## src/rtl/tm1638_pkg.sv

```systemverilog
// Shared constants and types for the TM1638-compatible serial slave.
package tm1638_pkg;

  localparam logic [1:0] CMD_DATA = 2'b01;
  localparam logic [1:0] CMD_DISP = 2'b10;
  localparam logic [1:0] CMD_ADDR = 2'b11;

  localparam int RAM_DEPTH = 16;
  localparam int KEY_BYTES = 4;
  localparam int ADDR_W    = $clog2(RAM_DEPTH);
  localparam int RAM_W     = 8 * RAM_DEPTH;
  localparam int KEY_W     = 8 * KEY_BYTES;

  typedef enum logic [2:0] {
    ST_IDLE,
    ST_CMD,
    ST_WRITE,
    ST_IGNORE,
    ST_ERR
  } frame_state_t;

  function automatic logic [1:0] cmd_prefix(input logic [7:0] cmd);
    return cmd[7:6];
  endfunction

endpackage

```

## src/rtl/tm1638_sync.sv

```systemverilog
// Multi-flop synchronizer with rise/fall detection; SYNC_STAGES must be >= 2.
module tm1638_sync #(
  parameter int   SYNC_STAGES = 2,
  parameter logic IDLE_VAL    = 1'b1
) (
  input  logic clk,
  input  logic rst_n,
  input  logic async_i,
  output logic sync_o,
  output logic rise,
  output logic fall
);

  logic [SYNC_STAGES-1:0] meta_p0;
  logic                   prev_p1;
  logic [SYNC_STAGES:0]   primed_q;

  // Edges are suppressed until the chain holds real samples, so an input that
  // sat at the non-idle level through reset is not reported as a fresh edge.
  always_ff @(posedge clk or negedge rst_n) begin
    if (!rst_n) begin
      meta_p0  <= {SYNC_STAGES{IDLE_VAL}};
      prev_p1  <= IDLE_VAL;
      primed_q <= '0;
    end else begin
      meta_p0  <= {meta_p0[SYNC_STAGES-2:0], async_i};
      prev_p1  <= meta_p0[SYNC_STAGES-1];
      primed_q <= {primed_q[SYNC_STAGES-1:0], 1'b1};
    end
  end

  assign sync_o = meta_p0[SYNC_STAGES-1];
  assign rise   = primed_q[SYNC_STAGES] &  sync_o & ~prev_p1;
  assign fall   = primed_q[SYNC_STAGES] & ~sync_o &  prev_p1;

endmodule

```

## src/rtl/tm1638_slave.sv

```systemverilog
// TM1638-style serial slave: command decode, 16-byte display RAM, key readout.
module tm1638_slave
  import tm1638_pkg::*;
#(
  parameter int SYNC_STAGES = 2
) (
  input  logic             clk,
  input  logic             rst_n,
  input  logic             sclk_i,
  input  logic             cs_n_i,
  input  logic             dio_i,
  output logic             dio_o,
  output logic             dio_oe,
  input  logic [KEY_W-1:0] key_data,
  output logic [RAM_W-1:0] disp_ram,
  output logic             disp_on,
  output logic [2:0]       brightness,
  output logic             frame_done,
  output logic             cmd_err
);

  logic sclk_lvl_unused, sclk_rise, sclk_fall;
  logic cs_n_s, cs_rise, cs_fall;
  logic [SYNC_STAGES-1:0] dio_meta_p0;
  logic dio_s;

  tm1638_sync #(.SYNC_STAGES(SYNC_STAGES), .IDLE_VAL(1'b1)) u_sync_sclk (
    .clk(clk), .rst_n(rst_n), .async_i(sclk_i),
    .sync_o(sclk_lvl_unused), .rise(sclk_rise), .fall(sclk_fall)
  );

  tm1638_sync #(.SYNC_STAGES(SYNC_STAGES), .IDLE_VAL(1'b1)) u_sync_cs (
    .clk(clk), .rst_n(rst_n), .async_i(cs_n_i),
    .sync_o(cs_n_s), .rise(cs_rise), .fall(cs_fall)
  );

  // DIO only needs the same latency as SCLK so samples line up with its edges.
  always_ff @(posedge clk or negedge rst_n) begin
    if (!rst_n) dio_meta_p0 <= '0;
    else        dio_meta_p0 <= {dio_meta_p0[SYNC_STAGES-2:0], dio_i};
  end
  assign dio_s = dio_meta_p0[SYNC_STAGES-1];

  frame_state_t state_q, state_d;
  logic [2:0]        bit_cnt_q;
  logic [7:0]        shreg_q;
  logic [ADDR_W-1:0] addr_q;
  logic              fixed_q;
  logic [KEY_W-1:0]  key_sr_q;
  logic              rd_pend_q;
  logic              frame_done_d, cmd_err_d;
  logic              bit_rise, byte_done;
  logic [7:0]        byte_val;

  assign bit_rise  = sclk_rise & ~cs_n_s & ~dio_oe & (state_q != ST_IDLE);
  assign byte_done = bit_rise & (bit_cnt_q == 3'd7);
  assign byte_val  = {dio_s, shreg_q[7:1]};

  always_ff @(posedge clk or negedge rst_n) begin
    if (!rst_n) begin
      state_q    <= ST_IDLE;
      frame_done <= 1'b0;
      cmd_err    <= 1'b0;
    end else begin
      state_q    <= state_d;
      frame_done <= frame_done_d;
      cmd_err    <= cmd_err_d;
    end
  end

  always_comb begin
    state_d      = state_q;
    frame_done_d = 1'b0;
    cmd_err_d    = 1'b0;
    if (cs_fall) begin
      state_d = ST_CMD;
    end else if (cs_rise) begin
      if (state_q != ST_IDLE && state_q != ST_ERR) begin
        if (bit_cnt_q != 3'd0)
          cmd_err_d = 1'b1;
        else if (state_q == ST_WRITE || state_q == ST_IGNORE)
          frame_done_d = 1'b1;
      end
      state_d = ST_IDLE;
    end else if (byte_done && state_q == ST_CMD) begin
      case (cmd_prefix(byte_val))
        CMD_DATA, CMD_DISP: state_d = ST_IGNORE;
        CMD_ADDR:           state_d = ST_WRITE;
        default: begin
          state_d   = ST_ERR;
          cmd_err_d = 1'b1;
        end
      endcase
    end
  end

  always_ff @(posedge clk or negedge rst_n) begin
    if (!rst_n) begin
      bit_cnt_q  <= '0;
      shreg_q    <= '0;
      addr_q     <= '0;
      fixed_q    <= 1'b0;
      key_sr_q   <= '0;
      rd_pend_q  <= 1'b0;
      dio_o      <= 1'b0;
      dio_oe     <= 1'b0;
      disp_ram   <= '0;
      disp_on    <= 1'b0;
      brightness <= '0;
    end else begin
      if (cs_fall) begin
        bit_cnt_q <= '0;
      end else if (bit_rise) begin
        shreg_q   <= byte_val;
        bit_cnt_q <= bit_cnt_q + 3'd1;
      end

      if (byte_done) begin
        if (state_q == ST_CMD) begin
          case (cmd_prefix(byte_val))
            CMD_DATA: begin
              fixed_q <= byte_val[2];
              if (byte_val[1]) begin
                key_sr_q  <= key_data;
                rd_pend_q <= 1'b1;
              end
            end
            CMD_DISP: begin
              disp_on    <= byte_val[3];
              brightness <= byte_val[2:0];
            end
            CMD_ADDR: addr_q <= byte_val[ADDR_W-1:0];
            default: ;
          endcase
        end else if (state_q == ST_WRITE) begin
          disp_ram[{addr_q, 3'b000} +: 8] <= byte_val;
          if (!fixed_q) addr_q <= addr_q + 1'b1;
        end
      end

      // Readout shifts zeros in behind the key bits, so DIO idles low after bit 31.
      if (cs_rise) begin
        dio_oe    <= 1'b0;
        dio_o     <= 1'b0;
        rd_pend_q <= 1'b0;
      end else if (sclk_fall && !cs_n_s && (rd_pend_q || dio_oe)) begin
        dio_oe    <= 1'b1;
        rd_pend_q <= 1'b0;
        dio_o     <= key_sr_q[0];
        key_sr_q  <= {1'b0, key_sr_q[KEY_W-1:1]};
      end
    end
  end

endmodule

```

## config.mk

```make
export PLATFORM = sky130hd
export DESIGN_NAME = tm1638_slave
export DESIGN_NICKNAME = d
export VERILOG_FILES = /design/src/rtl/tm1638_pkg.sv /design/src/rtl/tm1638_sync.sv /design/src/rtl/tm1638_slave.sv
export SDC_FILE = /design/constraint.sdc
export NUM_CORES = 1
export LEC_CHECK = 0
export BUFFER_PORTS_ARGS = -buffer_cell sky130_fd_sc_hd__buf_2
export CELL_PAD_IN_SITES_DETAIL_PLACEMENT = 1
export CELL_PAD_IN_SITES_GLOBAL_PLACEMENT = 1
export CORE_MARGIN = 5
export CORE_UTILIZATION = 44
export DETAILED_ROUTE_END_ITERATION = 10
export HOLD_SLACK_MARGIN = 0.08
export PLACE_DENSITY = 0.75
export SKIP_CTS_REPAIR_TIMING = 1
export SLEW_MARGIN = 20
export SYNTH_ARGS = -nofsm -noshare
export SYNTH_HDL_FRONTEND = slang
export SYNTH_SLANG_ARGS = --single-unit
```

## constraint.sdc

```tcl
create_clock -name clk -period 3.3 [get_ports clk]
set_input_delay 0.165 -clock clk [delete_from_list [all_inputs] [get_ports clk]]
set_output_delay 0.165 -clock clk [all_outputs]
set_load 0.02 [all_outputs]
```

==> results.md, run 1 <==
- Flop-to-flop setup slack: roughly 0.56 ns
- Commonest non-fill, non-tap cell in the layout: dfrtp_1
- CP max stage delay: between 0.5 and 0.6 ns
- Largest area contributor in the netlist: dfrtp_1
- RSZ-0062 raised after global routing: false
- I/O pin count: 173
- FILL cells: approximately 2000
- Sequential area share after synthesis: 0.575
- Post-Syn Area: 8630 um2
- Overall power: about 4.9 mW
- NumNets Final: 930
- Worst Hold Class: reg -> reg
- Root Buffer: clkbuf_16
- Relative slew slack: 0.358
- Via/cell ratio: 5.22
- Most frequent cells in the layout: 192 x dfrtp_1, 171 x buf_2, 137 x mux2_2
- Reg2reg path depth: 6
- Setup violations, final: 0
- Crit share post-route: 0.829
- P_leak: around 5.6 nW
- P&R area growth vs syn: 24.9%
- CTS Sinks: ~200
- Vias in the first global route: about 6700
- Antenna Nets Post-Route: 0
- Worst Path Max Fanout: 10
- Total gr overflow: 0
- Maximum VDD drop: 322 uV
- CP arrival: 3.05 ns
- Setup TNS Final: 0 ns
- Post-DP HPWL: approximately 16000 um
- Max-cap violations: 0
- CP cell instances: inv_1 > ha_1 > nor2_1 > nand4_1 > nor2_2 > mux2_2
- Die H: around 150 um
- Async SR Flop Fraction: 1.00
- Yosys top cell area share: 0.556
- Place WS: 0.587 ns
- Initial Util: 0.445
- GP Congestion: 0.791
- Worst Setup Path Type: reg -> reg
- Critical Path End Type: flip-flop
- Initial antenna violation count: 0
- Yosys cell types: 57
- First-pass GRT wire length: roughly 37000 um
- CTS tree: built
- Fmax: roughly 0.37 GHz
- Worst-margin pin slew: roughly 0.96 ns
- Ranking of synthesized cells by area: dfrtp_1 56%, mux2_2 18%, nand2_1 3.3%
- Power per cell area: 453 nW/um2
- Worst Min Path Start: u_sync_cs.primed_q[0]
- #FFs+latches synth: between 150 and 200
- Post-route DRC: 0
- Synthesized netlist cell count: roughly 670
- Final hold vios: 0
- Outcome: finished clean
- GRT Total Usage: 0.213
- Max Buffers Root-to-Sink: 2
- Syn Nets: 720
- Core area: 19400 um2
- Final setup margin: approximately 0.56 ns
- Required @ worst endpoint: 3.61 ns
- Fin. max-slew vios: 0
- Clk_lat worst skew: ~0.45 ns
- DR pass1 iterations: 4
- R2R Path End: disp_ram[64]
- TritonCTS buffer count: 17
- Avg Cell Area, Syn: about 13 um2
- Fin Clk Skew: 0.0243 ns
- Proportion of layout cells with a drive suffix above 1: 0.437
- H-tree levels: 4
- Die X-Extent: 150 um
- Critical path's slowest cell: nor2_2
- Routed via count: a little over 6000
- Worst hold stages: 0
- FF/Latch Area: between 4000 and 5000 um2
- Die area: 22500 um2
- Multi-input logic area: around 3500 um2
- Number of flops mapped to enable cells by yosys: 0
- Yosys synthesis warning count: 0
- Final min period: about 2.7 ns
- CP Launch Type: flip-flop
- Largest net degree at the start of global routing: around 110
- Wire per inst: 20.5 um
- Critical Path Source: addr_q[0]
- IO Port Bufs: between 150 and 200
- ANT cells: 0
- Clk slew on worst S/H paths: ~0.070 ns
- Final WL: between 20000 and 25000 um
- Synth Flop Type: dfrtp_1
- Reg-to-reg critical path startpoint: addr_q[0]
- # rows: 51
- DRT iter0 DRCs: around 190
- Crit path capture: disp_ram[64]
==> final cells by class <==
type | instances | share of cell area
well taps | 265 | 0.0307
multi-input cells | 436 | 0.327
flip-flops and latches | 198 | 0.460
clock inverters | 14 | 0.0167
clock buffers | 18 | 0.0407
repair buffers | 220 | 0.122
inverters | 8 | 0.00278
==> worst min-delay path by stage <==
stage,end,slack [ns]
2_1_floorplan,addr_q[0],-0.13
3_3_place_gp,u_sync_sclk.meta_p0[0],0.28
3_5_place_dp,u_sync_cs.meta_p0[0],0.28
4_1_cts,u_sync_cs.meta_p0[0],-0.20
5_1_grt,dio_meta_p0[0],0.37
6_report,u_sync_cs.primed_q[1],0.36
==> registers in the layout, summed over array words and instances (netlist names) <==
| name | count |
|---|---|
| disp_on | 1 |
| dio_o | 1 |
| dio_meta_p0 | 2 |
| shreg_q | 7 |
| cmd_err | 1 |
| dio_oe | 1 |
| brightness | 3 |
| disp_ram | 128 |
| u_sync_cs.prev_p1 | 1 |
| frame_done | 1 |
| u_sync_sclk.meta_p0 | 2 |
| key_sr_q | 32 |
| u_sync_sclk.prev_p1 | 1 |
| u_sync_cs.primed_q | 3 |
| u_sync_cs.meta_p0 | 2 |
| addr_q | 4 |
| rd_pend_q | 1 |
| fixed_q | 1 |
| state_q | 3 |
| bit_cnt_q | 3 |
==> cells in the mapped netlist, drive strengths merged (6+ instances only) <==
cell	n
a31oi	32
dfstp	6
inv	8
a21oi	12
nor2	41
nor3	15
nand2	77
nand2b	8
dfrtp	192
ha	12
buf	11
mux2	140
and2	36
clkbuf	18
nand3	10
==> routing by layer <==
layer	track usage	routed length, um
met1	0.261	9610
met2	0.361	12300
met3	0.0703	1530
met4	0.0572	302
met5	0	0
==> through the flow <==
| stage | instances | hold WS (ns) | cell area [um2] | utilization |
|---|---|---|---|---|
| after floorplan | 671 | -0.131 | 8630 | - |
| after global placement | 1091 | 0.275 | 9810 | 0.505 |
| after detailed placement | 1091 | 0.278 | 9810 | 0.505 |
| after CTS | 1123 | -0.201 | 10400 | 0.537 |
| after global routing | 1159 | 0.369 | 10800 | 0.556 |
| final | 1159 | 0.358 | 10800 | 0.556 |
==> cells by family (layout without fill, tap and decap cells) <==
kind of cell,after synthesis,in the layout,synth area share
mux,142,142,0.185
flops,198,198,0.575
other cells,1,1,0.000434
xor+xnor,4,4,0.00710
simple gates,217,217,0.151
fa+ha+maj,12,12,0.0174
compound gates,60,60,0.0452
buf+inv,37,260,0.0194
==> worst max-delay path: cells and delay by family, from the launching register on <==
family	cells	cell delay, ns
simple gates	3	1.10
buf+inv	1	0.15
flops	1	0.56
mux	1	0.40
fa+ha+maj	1	0.39
==> where the power goes <==
part / internal [mW] / leakage [nW] / switching [mW]
sequential: 2.45 / 2.56 / 0.0569
combinational: 0.0827 / 2.75 / 0.111
clock: 1.18 / 0.309 / 1.01
total: 3.71 / 5.62 / 1.18
No activity file was read; power rests on OpenSTA's default activity.
==> inputs of run 2 (changes only) <==
==> constraint.sdc (replaced) <==
create_clock -name clk -period 2.8 [get_ports clk]
set_input_delay 0.14 -clock clk [delete_from_list [all_inputs] [get_ports clk]]
set_output_delay 0.14 -clock clk [all_outputs]
set_load 0.02 [all_outputs]
==> run 2 against run 1 <==
  * Wire length shrank 0.13%
  * Worst setup slack lost 0.32 ns
  * Final cell count grew 0.69%
  * Utilization grew 0.46 points
  * Die area is the same
  * Power grew 19%
  * Hold slack lost 0.12 ns
  * Clock-buffer cell count grew 2
  * Global-route usage grew 0.084 points
  * Critical path depth is the same
  * Critical path type unchanged
==> results.md, run 2 (same netlist as run 1, synthesis figures left out) <==
- Final WL: 23700 um (was 23800 um)
- Fin Clk Skew: 0.0129 ns (was 0.0243 ns)
- Final min period: 2.55 ns (was 2.74 ns)
- WP buf/inv: 1 (unchanged)
- Max Buffers Root-to-Sink: 2 (unchanged)
- Clk_lat worst skew: 0.44 ns (was 0.45 ns)
- TritonCTS buffer count: 17 (unchanged)
- Proportion of layout cells with a drive suffix above 1: 0.441 (was 0.437)
- Fmax: 0.392 GHz (was 0.365 GHz)
- Max reg flops: 128 (unchanged)
- Worst Setup Path Type: reg -> reg (unchanged)
- Worst Hold Class: in -> async (was reg -> reg)
- Routed via count: 6097 (was 6055)
- Post-route DRC: 0 (unchanged)
- P&R area growth vs syn: 26.0% (was 24.9%)
- GRT Total Usage: 0.214 (was 0.213)
- CTS Sinks: 198 (unchanged)
- GP Congestion: 0.842 (was 0.791)
- IO Port Bufs: 172 (unchanged)
- Outcome: finished clean (unchanged)
- CP cell instances: inv_1 > ha_1 > nor2_1 > nand4_1 > nor3_4 > mux2_2 (was inv_1 > ha_1 > nor2_1 > nand4_1 > nor2_2 > mux2_2)
- H-tree levels: 4 (unchanged)
- Initial Util: 0.445 (unchanged)
- Maximum VDD drop: 364 uV (was 322 uV)
- Clk slew on worst S/H paths: 0.08 ns (was 0.07 ns)
- Antenna Nets Post-Route: 0 (unchanged)
- DR pass1 iterations: 4 (unchanged)
- First-pass GRT wire length: 37300 um (was 36900 um)
- Wire per inst: 20.3 um (was 20.5 um)
- Core area: 19400 um2 (unchanged)
- Max-cap violations: 0 (unchanged)
- Most frequent cells in the layout: 192 x dfrtp_1, 171 x buf_2, 137 x mux2_2 (unchanged)
- Power per cell area: 533 nW/um2 (was 453 nW/um2)
- Die H: 150 um (unchanged)
- Fin. max-slew vios: 0 (unchanged)
- I/O pin count: 173 (unchanged)
- CP top delay family: simple AND/OR/NAND/NOR gates (unchanged)
- CP Launch Type: flip-flop (unchanged)
- Crit share post-route: 0.912 (was 0.829)
- Required @ worst endpoint: 3.11 ns (was 3.61 ns)
- Largest regs: disp_ram x128, key_sr_q x32, shreg_q x7 (unchanged)
- CTS tree: built (unchanged)
- Largest net degree at the start of global routing: 71 (was 108)
- Reg with most FFs: disp_ram (unchanged)
- Setup violations, final: 0 (unchanged)
- Vias in the first global route: 6539 (was 6690)
- Post-route core utilization: 0.561 (was 0.556)
- Relative slew slack: 0.468 (was 0.358)
- Root Buffer: clkbuf_16 (unchanged)
- Hold Slack: 0.238 ns (was 0.358 ns)
- Worst-margin pin slew: 0.797 ns (was 0.961 ns)
- # rows: 51 (unchanged)
- P_leak: 5.67 nW (was 5.62 nW)
- Setup TNS Final: 0 ns (unchanged)
- Critical path's slowest cell: dfrtp_1 (was nor2_2)
- Overall power: 5.80 mW (was 4.89 mW)
- Via/cell ratio: 5.22 (about the same)
- Die X-Extent: 150 um (unchanged)
- FILL cells: 2058 (was 2044)
- Total gr overflow: 0 (unchanged)
- RSZ-0062 raised after global routing: false (unchanged)
- CP max stage delay: 0.53 ns (was 0.59 ns)
- Initial antenna violation count: 0 (unchanged)
- Post-DP HPWL: 16400 um (was 16100 um)
- NumNets Final: 937 (was 930)
- CP arrival: 2.87 ns (was 3.05 ns)
- Critical Path End Type: flip-flop (unchanged)
- DRT iter0 DRCs: 224 (was 189)
- Worst Path Max Fanout: 9 (was 10)
- Commonest non-fill, non-tap cell in the layout: dfrtp_1 (unchanged)
- Final hold vios: 0 (unchanged)
- Die area: 22500 um2 (unchanged)
[run 2: path summary, 6_finish.rpt]
check,startpoint,to,slack [ns],cells past startpoint
worst min register to register,u_sync_cs.primed_q[0],u_sync_cs.primed_q[1],0.35,0
max in group asynchronous,rst_n,disp_ram[79],1.65,3
worst min-delay path,rst_n,disp_ram[12],0.24,2
worst max register to register,addr_q[1],disp_ram[7],0.25,6
min in group clk,u_sync_cs.primed_q[0],u_sync_cs.primed_q[1],0.35,0
worst max-delay path,addr_q[1],disp_ram[7],0.25,6
[run 2: layer usage]
layer,global-route usage,up-vias,routed length [um]
met3,0.0584,27,1260
met2,0.358,136,12100
li1,-,2772,-
met4,0.0508,0,285
met5,0,-,0
met1,0.277,3162,10000
[run 2: worst reg2reg max path, stage by stage (launching register included)]
cell and delay (ns):
dfrtp_1 0.53, inv_1 0.14, ha_1 0.36, nor2_1 0.11, nand4_1 0.38, nor3_4 0.53
mux2_2 0.39
[run 2: metrics by stage]
step	instance area, um2	std cells	setup slack, ns
detailed placement	9880	1098	0.269
CTS	10500	1130	0.246
global placement	9880	1098	0.407
floorplan	8630	671	0.377
global route	10900	1166	0.0663
finish	10900	1167	0.246
[run 2: area by class of cell]
class	instances	area [um2]	share of cell area
clock buffer	20	467	0.0429
antenna	1	2.50	0.000230
clock inverter	12	164	0.0151
multi-input combinational	436	3520	0.324
tap	265	332	0.0305
inverter	8	30.0	0.00276
timing repair buffer	227	1400	0.128
sequential	198	4960	0.456
[run 2: power by group]
part	internal [mW]	leakage [nW]	total, mW	switching, mW
registers	2.89	2.56	2.96	0.0691
logic	0.100	2.80	0.234	0.134
clock network	1.49	0.308	2.61	1.11
